===== src/rtl/serial_capture_reg_16bits_pkg.sv =====
// Shared framing-FSM encoding, word width and clock/2 reference patterns
// for the serial capture register.
package serial_capture_reg_16bits_pkg;

  localparam int WIDTH = 16;

  localparam logic [WIDTH-1:0] ALT_WORD_A = 16'hAAAA;
  localparam logic [WIDTH-1:0] ALT_WORD_5 = 16'h5555;

  typedef enum logic {
    IDLE    = 1'b0,
    COLLECT = 1'b1
  } state_t;

endpackage


===== src/rtl/serial_capture_reg_16bits_transition_counter.sv =====
// Purely combinational count of adjacent-bit transitions in a 16-bit word
// (0..15, so 5 bits never wrap).
module transition_counter_16bits
  import serial_capture_reg_16bits_pkg::*;
(
  input  logic [WIDTH-1:0] word,
  output logic [4:0]       count
);

  always_comb begin
    count = '0;
    for (int i = 0; i < WIDTH - 1; i++) begin
      count = count + 5'(word[i] ^ word[i+1]);
    end
  end

endmodule


===== src/rtl/serial_capture_reg_16bits.sv =====
// MSB-first serial-to-parallel capture with sync-based word framing; the
// completed word, its transition count and clock/2 flag appear one cycle after bit 16.
module serial_capture_reg_16bits #(
  parameter int WIDTH = serial_capture_reg_16bits_pkg::WIDTH
) (
  input  logic             clock,
  input  logic             reset_n,
  input  logic             shift_in,
  input  logic             shift_en,
  input  logic             sync,
  output logic [WIDTH-1:0] parallel_out,
  output logic             word_valid,
  output logic [3:0]       bit_count,
  output logic [4:0]       toggle_count,
  output logic             alt_detect
);

  import serial_capture_reg_16bits_pkg::*;

  state_t           state, state_nxt;
  logic [WIDTH-1:0] shift_reg, shift_reg_nxt;
  logic [WIDTH-1:0] shifted;
  logic [3:0]       count_nxt;
  logic             load_word;
  logic [4:0]       toggles;

  assign shifted = (shift_reg << 1) | WIDTH'(shift_in);

  transition_counter_16bits u_transition_counter (
    .word  (shifted),
    .count (toggles)
  );

  always_ff @(posedge clock) begin
    if (!reset_n) begin
      state <= IDLE;
    end else begin
      state <= state_nxt;
    end
  end

  // sync always wins, including over a 16th bit arriving in the same cycle
  always_comb begin
    state_nxt     = state;
    shift_reg_nxt = shift_reg;
    count_nxt     = bit_count;
    load_word     = 1'b0;
    if (sync) begin
      state_nxt = COLLECT;
      if (shift_en) begin
        shift_reg_nxt = WIDTH'(shift_in);
        count_nxt     = 4'd1;
      end else begin
        shift_reg_nxt = '0;
        count_nxt     = 4'd0;
      end
    end else if (state == COLLECT && shift_en) begin
      shift_reg_nxt = shifted;
      if (bit_count == 4'd15) begin
        count_nxt = 4'd0;
        load_word = 1'b1;
      end else begin
        count_nxt = bit_count + 4'd1;
      end
    end
  end

  always_ff @(posedge clock) begin
    if (!reset_n) begin
      shift_reg    <= '0;
      bit_count    <= '0;
      word_valid   <= 1'b0;
      parallel_out <= '0;
      toggle_count <= '0;
      alt_detect   <= 1'b0;
    end else begin
      shift_reg  <= shift_reg_nxt;
      bit_count  <= count_nxt;
      word_valid <= load_word;
      if (load_word) begin
        parallel_out <= shifted;
        toggle_count <= toggles;
        alt_detect   <= (shifted == ALT_WORD_A) || (shifted == ALT_WORD_5);
      end
    end
  end

endmodule


===== config.mk =====
export PLATFORM = sky130hd
export DESIGN_NAME = serial_capture_reg_16bits
export DESIGN_NICKNAME = d
export VERILOG_FILES = /design/src/rtl/serial_capture_reg_16bits_pkg.sv /design/src/rtl/serial_capture_reg_16bits_transition_counter.sv /design/src/rtl/serial_capture_reg_16bits.sv
export SDC_FILE = /design/constraint.sdc
export NUM_CORES = 1
export LEC_CHECK = 0
export ABC_CLOCK_PERIOD_IN_PS = 5200
export CAP_MARGIN = 5
export CELL_PAD_IN_SITES_DETAIL_PLACEMENT = 1
export CELL_PAD_IN_SITES_GLOBAL_PLACEMENT = 1
export CORE_ASPECT_RATIO = 0.75
export CORE_UTILIZATION = 40
export CTS_CLUSTER_SIZE = 30
export DETAILED_ROUTE_END_ITERATION = 6
export MAX_ROUTING_LAYER = met4
export PLACE_DENSITY = 0.8
export SLEW_MARGIN = 0
export SYNTH_ARGS = -nofsm -noshare
export SYNTH_HDL_FRONTEND = slang
export SYNTH_HIERARCHICAL = 1
export SYNTH_SLANG_ARGS = --single-unit

===== constraint.sdc =====
create_clock -name clock -period 5.2 [get_ports clock]
set_input_delay 1.3 -clock clock [delete_from_list [all_inputs] [get_ports clock]]
set_output_delay 1.3 -clock clock [all_outputs]
set_load 0.005 [all_outputs]

==> results of run 1 <==
-- layout make-up --
| class | instances | area, um2 |
|---|---|---|
| Clock inverter | 3 | 20.0 |
| Inverter | 11 | 41.3 |
| Fill cell | 642 | 2690 |
| Sequential cell | 43 | 861 |
| Multi-Input combinational cell | 186 | 1280 |
| Tap cell | 75 | 93.8 |
| Timing Repair Buffer | 33 | 325 |
| Clock buffer | 5 | 68.8 |
-- worst min path at each step --
stage                    startpoint              end  slack [ps]  cells past startpoint
floorplan           parallel_out[0]  parallel_out[0]         450                      2
detailed placement  parallel_out[9]  parallel_out[9]         450                      2
CTS                 parallel_out[9]  parallel_out[9]         460                      2
global route        parallel_out[8]  parallel_out[8]         480                      2
finish              parallel_out[9]  parallel_out[9]         450                      2
global placement    toggle_count[1]  toggle_count[1]         440                      2
-- stage by stage --
stage | hold slack (ps) | setup WS [ps]
detailed placement | 448 | -30.3
global placement | 443 | 57.3
global route | 481 | 115
finish | 455 | 305
CTS | 459 | 288
floorplan | 451 | 662
-- power breakdown --
group	internal [mW]	switching, mW
clock	0.0935	0.124
combinational	0.0127	0.0179
sequential	0.330	0.00249
total	0.437	0.144
-- synthesized netlist by cell type --
cell,instances
o21bai_1,1
or3_4,1
a21oi_2,1
o21ai_0,2
clkbuf_1,3
a21o_1,1
o21a_1,1
ha_1,11
a21boi_1,20
and2_1,2
a31oi_1,1
nand2b_1,1
a21boi_0,3
o211ai_1,1
nor4bb_1,4
fa_1,10
a311oi_1,1
nor2_1,4
nor4b_1,2
dfxtp_1,43
nand3_1,1
xnor2_1,10
and4b_1,2
nand2_1,76
buf_2,4
buf_6,2
nor3_4,1
xor2_1,8
nand4_1,2
inv_1,11
a21oi_1,16
nand2_2,1
and3b_1,1
nand3_2,1
buf_4,2
-- cells by family (layout without fill, tap and decap cells) --
kind of cell | count (synthesis) | in the layout | synth area share
simple gates | 99 | 99 | 0.207
compound gates | 48 | 48 | 0.141
flops | 43 | 43 | 0.383
buf+inv | 22 | 52 | 0.0489
fa+ha+maj | 21 | 21 | 0.150
xor+xnor | 18 | 18 | 0.0701
-- cells in the final DEF (no fill, tap or decap), drive strengths merged, types with 4 or more instances in the layout --
master / n
a21boi: 23
a21oi: 17
clkbuf: 5
clkdlybuf4s50: 31
dfxtp: 43
fa: 10
ha: 11
inv: 11
nand2: 77
nor2: 4
nor4bb: 4
xnor2: 10
xor2: 8
-- per-layer routing --
metal	global-route usage	vias to the layer above	part of all wire
li1	-	877	-
met1	0.285	904	0.51
met2	0.321	27	0.45
met3	0.0558	4	0.029
met4	0.0302	0	0.0054
met5	-	-	0
-- worst min-delay path, stage by stage (launching register included) --
cell,delay (ps)
dfxtp_1,310
nand2_1,50
a21boi_1,50
==> results.toml, run 1 <==
[cts]
root_buffer = "clkbuf_8"
cts_resized = 0
clkLatencyLatePin_ps = 310
hold_buffers = 0
cts_tree = "built"
clock_sinks = 43
clk_path_buf_depth = 2
cts_buffers = 5
cts_max_level = 2
cts_setup_buffers = 0
clkSlewWorstSetupHoldPaths_ps = 80

[timing]
slew_viol_final = 0
rsz0062_at_grt = "no"
fin_crit_sh = 0.941
worstMarginPinSlew_ps = 910
hold_viol_final = 0
finalSetupTns_ps = 0
slew_headroom = 0.392
fin_skew_ps = 8.56
fin_crit_ps = 4900
setup_violations = 0
max_freq_ghz = 0.204

[yosys]
ys_seq_area_frac = 0.383
synth_top_area_frac = 0.383
syn-num-nets = 277
yosys.area.top_type = "dfxtp_1"
synth_cell_type_count = 35
postSynthCellCount = 251
syn-cell-area_um2 = 2250
yosysWarnings = 6
synth-seq-cells = 43
syn_avg_cell_area_um2 = 8.96
synth.area.top_cells = "dfxtp_1 (38%), nand2_1 (13%), fa_1 (8.9%)"

[run]
max_cap_viol_count = 0

[final_layout]
final_util = 0.500
drive_above_1_share = 0.0534
stdcell_count = 356
largest_reg_flops = 16
final_cell_area_um2 = 2690
finalNetCount = 306
syn_to_final_growth_pct = 19.5
diodes = 0

[worst_setup_path]
slowest_stage = "fa_1"
crit_required_ps = 5450
critPathTopFamily = "adder cells"
worstPathCellList = "clkdlybuf4s50_1, xor2_1, fa_1, ha_1, fa_1, inv_1, fa_1, fa_1, inv_1, ha_1, a21oi_2, xor2_1, nand2_1, a21boi_1"
crit_end = "toggle_count[3]"
cp.arrival_ps = 5140
worst_setup_path_end_kind = "flop"
worstSetupStartpoint = "shift_in"
r2r_start = "shift_reg[5]"
path_max_fanout = 3
worstRegToRegCells = 12
r2r_end = "toggle_count[4]"
cp_num_buf_inv = 3
cp-start-kind = "input pin"
path_class = "in2reg"
slowest_delay_ps = 510
crit_top_cell = "fa_1"
crit_cells = 14
r2r_slack_ps = 1180

[grt]
antenna_found_initial = 0
grt_pass1_vias = 1782
grt_use_total = 0.210
grt_pass1_wl_um = 9010
grt_max_degree = 28
grt.overflow.total = 0

[floorplanning]
fp-row-count = 23
io_pins = 32
start_util = 0.418
dieWidth_um = 88.6
core_um2 = 5380
die_area_um2 = 5930
fp.dieH_um = 66.9

[detailed_routing]
via_per_inst = 5.09
drtPass1Iterations = 4
drt-initial-drc-count = 50
ant_nets = 0
drc = 0
dr_total_vias = 1812
wl_per_cell_um = 15.5
drt_wl_total_um = 5530

[place]
io_buffers = 31
gp_congestion = 0.804
postPlaceCellArea_um2 = 2600
dp_hpwl_um = 3990
dp_cells = 348

[hold_path]
hold_class = "reg2reg"

[outcome]
status = "complete, no violations"

[power]
leakagePower_nw = 0.977
power_density_nw_per_um2 = 216
ir_worst_vdd_uv = 113
total_power_uw = 581
Note: power is estimated with default switching activity, not from simulation.
==> run 2: changes to the inputs <==
--- a/config.mk
+++ b/config.mk
@@ -10,11 +10,11 @@
 export CELL_PAD_IN_SITES_DETAIL_PLACEMENT = 1
 export CELL_PAD_IN_SITES_GLOBAL_PLACEMENT = 1
 export CORE_ASPECT_RATIO = 0.75
-export CORE_UTILIZATION = 40
+export CORE_UTILIZATION = 41
 export CTS_CLUSTER_SIZE = 30
 export DETAILED_ROUTE_END_ITERATION = 6
 export MAX_ROUTING_LAYER = met4
-export PLACE_DENSITY = 0.8
+export PLACE_DENSITY = 0.82
 export SLEW_MARGIN = 0
 export SYNTH_ARGS = -nofsm -noshare
 export SYNTH_HDL_FRONTEND = slang
==> run 2 against run 1 <==
Compared with the run above:
- register-to-register slack got worse by 50 ps
- critical path depth grew 1
- critical endpoint unchanged
- maximum frequency down 1.5%
- largest power group unchanged
- clock skew shrank 1.2 ps
- via count is 2.1% lower
- clock power is 41% higher
- worst setup slack got worse by 75 ps
==> results.toml, run 2 (synthesis results as in run 1) <==
[outcome]
status = "complete, no violations"

[detailed_routing]
drt-initial-drc-count = 42
ant_nets = 0
wl_per_cell_um = 15.4
via_per_inst = 5.03
dr_total_vias = 1774
drc = 0
drtPass1Iterations = 4
drt_wl_total_um = 5420

[worst_setup_path]
path_class = "in2reg"
worstPathCellList = "clkdlybuf4s50_1, xor2_2, fa_1, ha_1, fa_1, inv_1, fa_1, inv_1, ha_1, ha_1, a21o_1, a21oi_2, xor2_1, nand2_1, a21boi_1"
crit_required_ps = 5420
r2r_slack_ps = 1130
cp.arrival_ps = 5190
cp-start-kind = "input pin"
worst_setup_path_end_kind = "flop"
slowest_delay_ps = 520
path_max_fanout = 2
slowest_stage = "clkdlybuf4s50_1"

[cts]
root_buffer = "clkbuf_8"
clk_path_buf_depth = 2
cts_setup_buffers = 0
hold_buffers = 0
clkLatencyLatePin_ps = 300
cts_buffers = 5
clock_sinks = 43
clkSlewWorstSetupHoldPaths_ps = 80
cts_resized = 0
cts_tree = "built"
cts_max_level = 2

[grt]
antenna_found_initial = 0
grt_max_degree = 28
grt_use_total = 0.213
grt.overflow.total = 0
grt_pass1_vias = 1777
grt_pass1_wl_um = 8930

[floorplanning]
fp-row-count = 22
fp.dieH_um = 66.2
core_um2 = 5090
start_util = 0.442
die_area_um2 = 5790
dieWidth_um = 87.5
io_pins = 32

[timing]
setup_violations = 0
hold_viol_final = 0
slew_headroom = 0.385
max_freq_ghz = 0.201
fin_crit_sh = 0.956
fin_skew_ps = 7.34
rsz0062_at_grt = "no"
setup_slack_ps = 230
fin_crit_ps = 4970
worstMarginPinSlew_ps = 919
slew_viol_final = 0

[run]
max_cap_viol_count = 0

[final_layout]
drive_above_1_share = 0.0569
ff_latch_area_um2 = 861
stdcell_count = 353
diodes = 0
largest_reg_flops = 16
finalNetCount = 306
mostFrequentLayoutCells = "nand2_1 (76), dfxtp_1 (43), clkdlybuf4s50_1 (31)"
syn_to_final_growth_pct = 21.8
final_common_cell = "nand2_1"
final_util = 0.538
multi_input_area_um2 = 1290
fillers = 602

[place]
dp_hpwl_um = 3830
gp_congestion = 0.788
post-place-ws_ps = -54.4
io_buffers = 31
dp_cells = 345

[hold_path]
hold_class = "reg2reg"

[power]
power_density_nw_per_um2 = 245
ir_worst_vdd_uv = 112
leakagePower_nw = 1.00
==> run 2: worst max-delay path, delay by kind of cell <==
family,cells,cell delay (ps)
buffers and inverters,3,620
AOI/OAI and AO/OA,3,480
adders and majority gates,6,2370
xor gates and xnor gates,2,350
and+or+nand+nor,1,80
==> run 2: report_power, final <==
| group | leakage (nW) | internal (mW) | switching [mW] | total (mW) |
|---|---|---|---|---|
| registers | 0.347 | 0.330 | 0.00249 | 0.333 |
| clock network | 0.0644 | 0.191 | 0.116 | 0.307 |
| logic | 0.591 | 0.0133 | 0.0183 | 0.0316 |
==> run 2: layer usage <==
layer | up-vias | wire, um | track usage
li1 | 877 | - | -
met1 | 855 | 2690 | 0.284
met2 | 35 | 2500 | 0.329
met3 | 7 | 162 | 0.0424
met4 | 0 | 69 | 0.0615
met5 | - | 0 | -
==> run 2: final timing paths <==
path | startpoint | depth (start not counted) | to
setup / recovery | shift_in | 15 | toggle_count[3]
hold / removal | parallel_out[14] | 2 | parallel_out[14]
setup reg to reg | shift_reg[0] | 14 | toggle_count[3]
hold reg to reg | parallel_out[14] | 2 | parallel_out[14]
==> run 2: stage by stage <==
step	cell area [um2]	power, mW	hold WS, ps	TNS [ps]
finish	2740	0.672	453	0
global route	2740	0.698	475	0
CTS	2730	0.680	457	0
detailed placement	2600	0.372	446	-67.3
global placement	2600	0.371	444	0
floorplan	2250	0.359	451	0
==> run 2: cell type report <==
type / count / share of cell area
clock buffers: 5 / 0.0251
clock inverters: 3 / 0.0247
inverters: 11 / 0.0151
multi-input cells: 186 / 0.469
flip-flops and latches: 43 / 0.314
well taps: 72 / 0.0329
repair buffers: 33 / 0.119
==> run 3: changes to the inputs <==
--- a/config.mk
+++ b/config.mk
@@ -5,7 +5,7 @@
 export SDC_FILE = /design/constraint.sdc
 export NUM_CORES = 1
 export LEC_CHECK = 0
-export ABC_CLOCK_PERIOD_IN_PS = 5200
+export ABC_CLOCK_PERIOD_IN_PS = 4700
 export CAP_MARGIN = 5
 export CELL_PAD_IN_SITES_DETAIL_PLACEMENT = 1
 export CELL_PAD_IN_SITES_GLOBAL_PLACEMENT = 1
==> constraint.sdc (replaced) <==
create_clock -name clock -period 4.7 [get_ports clock]
set_input_delay 1.175 -clock clock [delete_from_list [all_inputs] [get_ports clock]]
set_output_delay 1.175 -clock clock [all_outputs]
set_load 0.005 [all_outputs]
==> run 3 against run 2 <==
Compared with the run above:
- worst hold slack is essentially flat
- sequential share of layout area decreased by 0.30 points
- flip-flop and latch count unchanged
- critical path type unchanged
==> results.toml, run 3 (synthesis results as in run 1) <==
[worst_setup_path]
path_class = "in2reg"
worstSetupStartpoint = "shift_in"
worstRegToRegCells = 12
r2r_slack_ps = 650
cp-start-kind = "input pin"
r2r_start = "shift_reg[5]"
crit_end = "toggle_count[3]"
r2r_end = "toggle_count[4]"
worst_setup_path_end_kind = "flop"
cp.arrival_ps = 4690
crit_required_ps = 4930
path_max_fanout = 2

[final_layout]
multi_input_area_um2 = 1310
drive_above_1_share = 0.0676
diodes = 0
syn_to_final_growth_pct = 23.0
ff_latch_area_um2 = 861
largest_reg_flops = 16
finalNetCount = 306
final_common_cell = "nand2_1"
fillers = 598
final_cell_area_um2 = 2770
mostFrequentLayoutCells = "nand2_1 (76), dfxtp_1 (43), clkdlybuf4s50_1 (30)"

[grt]
antenna_found_initial = 0
grt_pass1_vias = 1829
grt_use_total = 0.218
grt.overflow.total = 0
grt_max_degree = 28
grt_pass1_wl_um = 9080

[place]
post-place-ws_ps = -429
postPlaceCellArea_um2 = 2600
gp_congestion = 0.788
io_buffers = 31
dp_hpwl_um = 3830

[floorplanning]
fp.dieH_um = 66.2
start_util = 0.442
fp-row-count = 22
die_area_um2 = 5790
io_pins = 32
core_um2 = 5090
dieWidth_um = 87.5

[detailed_routing]
drt_wl_total_um = 5460
ant_nets = 0
via_per_inst = 4.99
drc = 0
drtPass1Iterations = 4
drt-initial-drc-count = 29
dr_total_vias = 1763
wl_per_cell_um = 15.5

[hold_path]
hold_class = "reg2reg"

[power]
ir_worst_vdd_uv = 124
leakagePower_nw = 0.995
total_power_uw = 744
power_density_nw_per_um2 = 269

[cts]
cts_resized = 5
root_buffer = "clkbuf_8"
cts_max_level = 2
cts_setup_buffers = 0
cts_tree = "built"
clkSlewWorstSetupHoldPaths_ps = 80
clk_path_buf_depth = 2
clkLatencyLatePin_ps = 300
hold_buffers = 0
cts_buffers = 5
clock_sinks = 43

[timing]
max_freq_ghz = 0.224
setup_violations = 0
worstMarginPinSlew_ps = 919
hold_viol_final = 0
slew_headroom = 0.385
rsz0062_at_grt = "no"
worst_hold_slack_ps = 453
fin_skew_ps = 7.05
fin_crit_sh = 0.949
setup_slack_ps = 241
slew_viol_final = 0
fin_crit_ps = 4460

[run]
max_cap_viol_count = 0

[outcome]
status = "complete, no violations"
==> run 3: metrics by stage <==
stage          TNS [ps]  std cells  utilization
2_1_floorplan         0        251            -
3_3_place_gp       -893        345        0.510
3_5_place_dp      -1410        345        0.510
4_1_cts               0        353        0.543
5_1_grt               0        353        0.543
6_report              0        353        0.543
==> run 3: critical path, stage by stage <==
cell,delay [ps]
dlygate4sd2_1,260
xor2_2,160
fa_1,450
ha_2,220
fa_1,510
inv_1,60
fa_1,540
inv_1,60
ha_4,250
ha_1,280
a21o_1,170
a21oi_2,150
xor2_1,150
nand2_1,70
a21boi_1,180
==> run 3: area by class of cell <==
class,count,share of cell area
clock inverter,3,0.0244
clock buffer,5,0.0249
multi-input combinational,186,0.475
tap,72,0.0326
sequential,43,0.311
timing repair buffer,33,0.117
inverter,11,0.0149
==> run 3: report_power, final <==
| group | internal, mW | switching [mW] | total, mW | leakage [nW] |
|---|---|---|---|---|
| registers | 0.366 | 0.00271 | 0.368 | 0.347 |
| logic | 0.0146 | 0.0198 | 0.0344 | 0.584 |
| clock network | 0.212 | 0.130 | 0.342 | 0.0644 |
| total | 0.592 | 0.152 | 0.744 | 0.995 |
==> run 3: how the worst min path moves through the flow <==
stage                     startpoint                to  slack (ps)  cells after the start
global placement     parallel_out[4]   parallel_out[4]         440                      2
detailed placement  parallel_out[15]  parallel_out[15]         450                      2
CTS                 parallel_out[15]  parallel_out[15]         460                      2
floorplan            parallel_out[0]   parallel_out[0]         450                      2
global route         toggle_count[4]   toggle_count[4]         470                      2
finish              parallel_out[15]  parallel_out[15]         450                      2
==> run 3: per-layer routing <==
metal,GRT usage,wire length (um),vias up
met5,-,0,-
met4,0.0717,98,0
met3,0.0424,143,9
met2,0.341,2500,33
met1,0.284,2720,843
li1,-,-,878
